`config.mk`:
```
export PLATFORM = sky130hd
export DESIGN_NAME = x_dl_edge_reader
export DESIGN_NICKNAME = d
export VERILOG_FILES = /design/src/rtl/x_dl_edge_reader.sv
export SDC_FILE = /design/constraint.sdc
export NUM_CORES = 1
export LEC_CHECK = 0
export BUFFER_PORTS_ARGS = -buffer_cell sky130_fd_sc_hd__buf_2
export CORE_MARGIN = 1.5
export CORE_UTILIZATION = 60
export CTS_CLUSTER_DIAMETER = 150
export CTS_CLUSTER_SIZE = 30
export DETAILED_ROUTE_END_ITERATION = 10
export GPL_ROUTABILITY_DRIVEN = 0
export PLACE_DENSITY_LB_ADDON = 0.08
export SLEW_MARGIN = 10
export SYNTH_ARGS = -nofsm -noshare
export SYNTH_HDL_FRONTEND = slang
export SYNTH_SLANG_ARGS = --single-unit
```
`constraint.sdc`:
```
create_clock -name i_clk -period 22 [get_ports i_clk]
set_input_delay 2.2 -clock i_clk [delete_from_list [all_inputs] [get_ports i_clk]]
set_output_delay 2.2 -clock i_clk [all_outputs]
set_load 0.005 [all_outputs]
```
`src/rtl/x_dl_edge_reader.sv`:
```
// Delay-line edge launcher and capture decoder: fires one rising edge, snapshots the taps,
// then counts ones and flags non-thermometer captures chunk by chunk.
module x_dl_edge_reader #(
    parameter int unsigned WIDTH   = 128,
    parameter int unsigned CHUNK   = 8,
    parameter int unsigned CNT_W   = 8,
    parameter int unsigned SETTLE  = 2,
    parameter int unsigned RECOVER = 4
) (
    input  logic             i_clk,
    input  logic             i_rst,
    input  logic             i_start,
    output logic             o_busy,
    output logic             o_dl,
    input  logic [WIDTH-1:0] i_taps,
    output logic             o_valid,
    input  logic             i_ready,
    output logic [CNT_W-1:0] o_count,
    output logic             o_bubble
);

    localparam int unsigned NCHUNK = WIDTH / CHUNK;
    localparam int unsigned IDX_W  = (NCHUNK > 1) ? $clog2(NCHUNK) : 1;
    localparam int unsigned SET_W  = $clog2(SETTLE + 1);
    localparam int unsigned REC_W  = $clog2(RECOVER + 1);

    typedef enum logic [2:0] {
        StIdle,
        StLaunch,
        StCapture,
        StDecode,
        StHold
    } state_e;

    state_e           r_state;
    logic [WIDTH-1:0] r_shadow;
    logic [IDX_W-1:0] r_idx;
    logic [SET_W-1:0] r_settle;
    logic [REC_W-1:0] r_rec;
    logic [CNT_W-1:0] r_acc;
    logic             r_seen_zero;
    logic             r_bub_acc;

    logic [CHUNK-1:0] w_chunk;
    logic [CNT_W-1:0] w_pop;
    logic             w_seen;
    logic             w_bub;

    assign w_chunk = r_shadow[int'(r_idx) * CHUNK +: CHUNK];

    // Scan upward: any 1 found after a 0 (possibly in an earlier chunk) is a bubble.
    always_comb begin
        w_pop  = '0;
        w_seen = r_seen_zero;
        w_bub  = r_bub_acc;
        for (int j = 0; j < CHUNK; j++) begin
            if (w_chunk[j]) begin
                w_pop = w_pop + CNT_W'(1);
                if (w_seen) begin
                    w_bub = 1'b1;
                end
            end else begin
                w_seen = 1'b1;
            end
        end
    end

    assign o_busy = (r_state != StIdle) || (r_rec != '0);

    always_ff @(posedge i_clk or negedge i_rst) begin
        if (!i_rst) begin
            r_state     <= StIdle;
            r_shadow    <= '0;
            r_idx       <= '0;
            r_settle    <= '0;
            r_rec       <= '0;
            r_acc       <= '0;
            r_seen_zero <= 1'b0;
            r_bub_acc   <= 1'b0;
            o_dl        <= 1'b0;
            o_valid     <= 1'b0;
            o_count     <= '0;
            o_bubble    <= 1'b0;
        end else begin
            // Free-running recovery countdown; the capture branch below reloads it.
            if (r_rec != '0) begin
                r_rec <= r_rec - REC_W'(1);
            end
            case (r_state)
                StIdle: begin
                    if (i_start && (r_rec == '0)) begin
                        r_state  <= StLaunch;
                        r_settle <= '0;
                    end
                end
                StLaunch: begin
                    o_dl <= 1'b1;
                    if (r_settle == SET_W'(SETTLE - 1)) begin
                        r_state <= StCapture;
                    end else begin
                        r_settle <= r_settle + SET_W'(1);
                    end
                end
                StCapture: begin
                    r_shadow    <= i_taps;
                    o_dl        <= 1'b0;
                    r_rec       <= REC_W'(RECOVER);
                    r_acc       <= '0;
                    r_seen_zero <= 1'b0;
                    r_bub_acc   <= 1'b0;
                    r_idx       <= '0;
                    r_state     <= StDecode;
                end
                StDecode: begin
                    r_acc       <= r_acc + w_pop;
                    r_seen_zero <= w_seen;
                    r_bub_acc   <= w_bub;
                    r_idx       <= r_idx + IDX_W'(1);
                    if (r_idx == IDX_W'(NCHUNK - 1)) begin
                        o_count  <= r_acc + w_pop;
                        o_bubble <= w_bub;
                        o_valid  <= 1'b1;
                        r_state  <= StHold;
                    end
                end
                StHold: begin
                    if (i_ready) begin
                        o_valid <= 1'b0;
                        r_state <= StIdle;
                    end
                end
                default: r_state <= StIdle;
            endcase
        end
    end

endmodule

```
==> impl_metrics.prom <==
# TYPE chip_impl_metric gauge
chip_impl_info{name="run_status",value="finished, final reports clean"} 1
chip_impl_info{name="cts-root-buf",value="sky130_fd_sc_hd__clkbuf_16"} 1
chip_impl_metric{name="detailed_route_wire_length",unit="mm"} 17.2
chip_impl_metric{name="worstPathRequired",unit="ps"} 22300
chip_impl_info{name="synth_top_flop_cell",value="sky130_fd_sc_hd__dfrtp_1"} 1
chip_impl_metric{name="biggest_fanout_along_the_worst_timing_path",unit=""} 20
chip_impl_metric{name="synth.cell_area",unit="um2"} 8050
chip_impl_metric{name="grt_pass1_wl",unit="mm"} 28.8
chip_impl_metric{name="total_of_cells_resized_after_clock_tree_synthesis",unit=""} 0
chip_impl_metric{name="async_flop_share",unit=""} 1.00
chip_impl_metric{name="die_h",unit="um"} 119
chip_impl_metric{name="detail_route.vias_per_cell",unit=""} 5.77
chip_impl_metric{name="layout.nets",unit=""} 879
chip_impl_metric{name="finalSetupViolCount",unit=""} 0
chip_impl_metric{name="postSynthRegisterBits",unit=""} 161
chip_impl_metric{name="warnings_synthesis",unit=""} 0
chip_impl_metric{name="max_cap_viol_count",unit=""} 0
chip_impl_metric{name="htree_num_levels",unit=""} 4
chip_impl_metric{name="clk_pin_slew_worst_paths",unit="ps"} 60
chip_impl_metric{name="final.fill_count",unit=""} 932
chip_impl_metric{name="grt_antenna_before_repair",unit=""} 3
chip_impl_metric{name="routed-via-count",unit=""} 5295
chip_impl_metric{name="portBuffers",unit=""} 143
chip_impl_metric{name="worst-path-buf-inv",unit=""} 3
chip_impl_metric{name="drv_slew",unit=""} 0
chip_impl_metric{name="yosysTopAreaCellShare",unit=""} 0.500
chip_impl_info{name="unrepaired_setup_endpoints_after_global_routing",value="no"} 1
chip_impl_info{name="start_kind",value="flop"} 1
chip_impl_metric{name="clock_skew",unit="ps"} 12.1
chip_impl_info{name="synth_area_leader_cell",value="sky130_fd_sc_hd__dfrtp_1"} 1
chip_impl_metric{name="worstMarginPinSlew",unit="ps"} 1100
chip_impl_metric{name="floorplan.initialDensity",unit=""} 0.610
chip_impl_metric{name="final_area",unit="um2"} 9490
chip_impl_metric{name="wire_per_inst",unit="um"} 18.8
chip_impl_metric{name="timing.fmax",unit="MHz"} 129
chip_impl_metric{name="synth_cell_types",unit=""} 57
chip_impl_metric{name="syn-mean-instance-area",unit="um2"} 13.6
chip_impl_metric{name="detailed_place_hpwl",unit="mm"} 12.3
chip_impl_metric{name="skew_pair_late_insertion_delay",unit="ps"} 430
chip_impl_metric{name="drt-initial-drc-count",unit=""} 267
chip_impl_info{name="cp_top_family",value="adder cells"} 1
chip_impl_metric{name="placementRows",unit=""} 42
chip_impl_metric{name="detail_route.drc_violations",unit=""} 0
chip_impl_metric{name="post_cts_buffers",unit=""} 0
chip_impl_metric{name="holdBufCountCts",unit=""} 0
chip_impl_metric{name="synth_sequential_area_ratio",unit=""} 0.500
chip_impl_metric{name="max_clock_buf_depth",unit=""} 2
chip_impl_info{name="post_synth_main_area_contributors",value="sky130_fd_sc_hd__dfrtp_1 (50%), sky130_fd_sc_hd__mux2_2 (20%), sky130_fd_sc_hd__mux4_2 (9.2%)"} 1
chip_impl_metric{name="core_area",unit="um2"} 13200
chip_impl_metric{name="die_width",unit="um"} 119
chip_impl_metric{name="hold_vio_cnt_final",unit=""} 0
chip_impl_metric{name="finalCritPeriodShare",unit=""} 0.354
chip_impl_metric{name="timing.critical_path.arrival",unit="ps"} 8080
chip_impl_metric{name="top_level_ports",unit=""} 144
chip_impl_metric{name="grt_use_total",unit=""} 0.268
chip_impl_metric{name="syn_to_final_growth",unit="%"} 17.9
chip_impl_info{name="crit_slowest_cell",value="sky130_fd_sc_hd__dfrtp_2"} 1
chip_impl_metric{name="drt-pass1-iter-count",unit=""} 4
chip_impl_metric{name="grt_start_max_net_pins",unit=""} 105
chip_impl_metric{name="clock_sinks",unit=""} 161
chip_impl_metric{name="cts_buffers",unit=""} 17
chip_impl_info{name="cts_tree",value="yes"} 1
chip_impl_metric{name="fin_setup_tns",unit="ps"} 0
chip_impl_metric{name="first_global_vias",unit=""} 5852
chip_impl_metric{name="syn_inst",unit=""} 590
chip_impl_metric{name="dieArea",unit="um2"} 14100
chip_impl_info{name="min-delay-path-class",value="reg2reg"} 1
chip_impl_metric{name="worst_path_largest_cell_delay",unit="ps"} 630
chip_impl_metric{name="fin_crit",unit="ps"} 7780
chip_impl_info{name="criticalPathCategory",value="reg2reg"} 1
chip_impl_metric{name="placedInstanceArea",unit="um2"} 8910
chip_impl_metric{name="timing.slew.headroom",unit=""} 0.267
chip_impl_metric{name="drive_above_1_share",unit=""} 0.497
chip_impl_info{name="cp_common_cell",value="sky130_fd_sc_hd__ha_1"} 1
chip_impl_metric{name="antenna_left",unit=""} 0
chip_impl_metric{name="globalRoute.totalOverflow",unit=""} 0
chip_impl_info{name="endpoint_kind",value="flop"} 1
chip_impl_metric{name="synth-edff-count",unit=""} 0
-- sequential cells by signal, summed over array words and instances, names as in the netlist --
signal,count
o_count,8
r_settle,2
r_seen_zero,1
o_bubble,1
o_dl,1
r_state,3
r_shadow,128
o_valid,1
r_idx,4
r_bub_acc,1
r_acc,8
r_rec,3
-- logic make-up (layout without fill, tap and decap cells) --
logic type / count (synthesis) / after routing / synth area share
compound gates: 75 / 75 / 0.0645
buf+inv: 49 / 198 / 0.0270
xor+xnor: 19 / 19 / 0.0253
simple gates: 89 / 89 / 0.0547
flops: 161 / 161 / 0.500
fa+ha+maj: 19 / 19 / 0.0305
other cells: 1 / 4 / 0.000466
mux: 177 / 177 / 0.297
-- final cells by class --
| cell class | instances | area, um2 | area share |
|---|---|---|---|
| Multi-Input combinational cell | 381 | 3820 | 0.402 |
| Timing Repair Buffer | 151 | 782 | 0.0824 |
| Inverter | 16 | 60.1 | 0.00633 |
| Antenna cell | 2 | 5.00 | 0.000527 |
| Clock inverter | 10 | 100 | 0.0105 |
| Clock buffer | 21 | 480 | 0.0506 |
| Tap cell | 176 | 220 | 0.0232 |
| Sequential cell | 161 | 4030 | 0.424 |
-- stage by stage --
| stage | std cells | hold slack (ps) | setup WS [ps] | utilization |
|---|---|---|---|---|
| after detailed placement | 885 | 477 | 14250 | 0.675 |
| after global placement | 885 | 462 | 14450 | 0.675 |
| after global routing | 917 | 519 | 13630 | 0.720 |
| final | 918 | 493 | 14220 | 0.720 |
| after floorplan | 591 | 441 | 14820 | - |
| after CTS | 916 | 492 | 14200 | 0.719 |
-- worst register-to-register path, delay by kind of cell (launching register included) --
| kind | cells | cell delay (ps) |
|---|---|---|
| mux | 5 | 1960 |
| xor+xnor | 1 | 90 |
| simple gates | 5 | 820 |
| flops | 1 | 630 |
| fa+ha+maj | 7 | 2000 |
| compound gates | 10 | 1590 |
| buf+inv | 3 | 570 |
-- worst paths after layout --
| check | from | endpoint | slack (ps) | cells after the start |
|---|---|---|---|---|
| min in group asynchronous | i_rst | r_rec[2]$_DFFE_PN0P_ | 1890 | 1 |
| hold reg to reg | r_bub_acc$_DFFE_PN0P_ | r_bub_acc$_DFFE_PN0P_ | 490 | 2 |
| max in group asynchronous | i_rst | r_idx[0]$_DFFE_PN0P_ | 18770 | 2 |
| setup / recovery | r_idx[0]$_DFFE_PN0P_ | o_count[7]$_DFFE_PN0P_ | 14220 | 31 |
| setup reg to reg | r_idx[0]$_DFFE_PN0P_ | o_count[7]$_DFFE_PN0P_ | 14220 | 31 |
| hold / removal | r_bub_acc$_DFFE_PN0P_ | r_bub_acc$_DFFE_PN0P_ | 490 | 2 |
-- synth_stat cells (2+ instances only) --
master,number
sky130_fd_sc_hd__a221oi_1,2
sky130_fd_sc_hd__nand3_1,3
sky130_fd_sc_hd__xnor2_1,13
sky130_fd_sc_hd__mux4_1,2
sky130_fd_sc_hd__a21oi_1,20
sky130_fd_sc_hd__a22o_1,5
sky130_fd_sc_hd__a22oi_4,2
sky130_fd_sc_hd__and3_1,3
sky130_fd_sc_hd__ha_1,18
sky130_fd_sc_hd__a21o_1,2
sky130_fd_sc_hd__nand2b_1,4
sky130_fd_sc_hd__inv_1,16
sky130_fd_sc_hd__dfrtp_1,161
sky130_fd_sc_hd__o21ai_0,18
sky130_fd_sc_hd__o21bai_1,4
sky130_fd_sc_hd__or4_1,4
sky130_fd_sc_hd__mux2i_1,2
sky130_fd_sc_hd__mux4_2,33
sky130_fd_sc_hd__nor2_1,20
sky130_fd_sc_hd__nand2_1,29
sky130_fd_sc_hd__o41ai_1,2
sky130_fd_sc_hd__mux2_2,140
sky130_fd_sc_hd__nor2b_1,6
sky130_fd_sc_hd__buf_2,6
sky130_fd_sc_hd__o211ai_1,3
sky130_fd_sc_hd__o21a_1,3
sky130_fd_sc_hd__nand4_1,5
sky130_fd_sc_hd__xor2_1,3
sky130_fd_sc_hd__nor3_1,5
sky130_fd_sc_hd__and2_1,2
sky130_fd_sc_hd__buf_6,3
sky130_fd_sc_hd__nand3b_1,2
sky130_fd_sc_hd__clkbuf_1,19
sky130_fd_sc_hd__or2_2,2
sky130_fd_sc_hd__a211oi_1,3
sky130_fd_sc_hd__buf_1,4
-- cells in the final DEF (no fill, tap or decap), types with 13 or more instances in the layout --
cell type,n
sky130_fd_sc_hd__a21oi_1,20
sky130_fd_sc_hd__buf_2,142
sky130_fd_sc_hd__clkbuf_16,17
sky130_fd_sc_hd__dfrtp_1,160
sky130_fd_sc_hd__ha_1,18
sky130_fd_sc_hd__inv_1,16
sky130_fd_sc_hd__mux2_2,140
sky130_fd_sc_hd__mux4_2,33
sky130_fd_sc_hd__nand2_1,29
sky130_fd_sc_hd__nor2_1,19
sky130_fd_sc_hd__o21ai_0,18
sky130_fd_sc_hd__xnor2_1,13
-- metal layers --
layer | part of all wire | wire length [um] | vias to the layer above | GRT usage
li1 | - | - | 2457 | -
met1 | 0.39 | 6680 | 2657 | 0.313
met2 | 0.52 | 8970 | 141 | 0.457
met3 | 0.061 | 1060 | 36 | 0.0862
met4 | 0.030 | 516 | 4 | 0.116
met5 | 0.0012 | 20 | - | 0
Power is not shown: default switching activity piles up to over one toggle a cycle in this logic, so the estimate is an artifact.
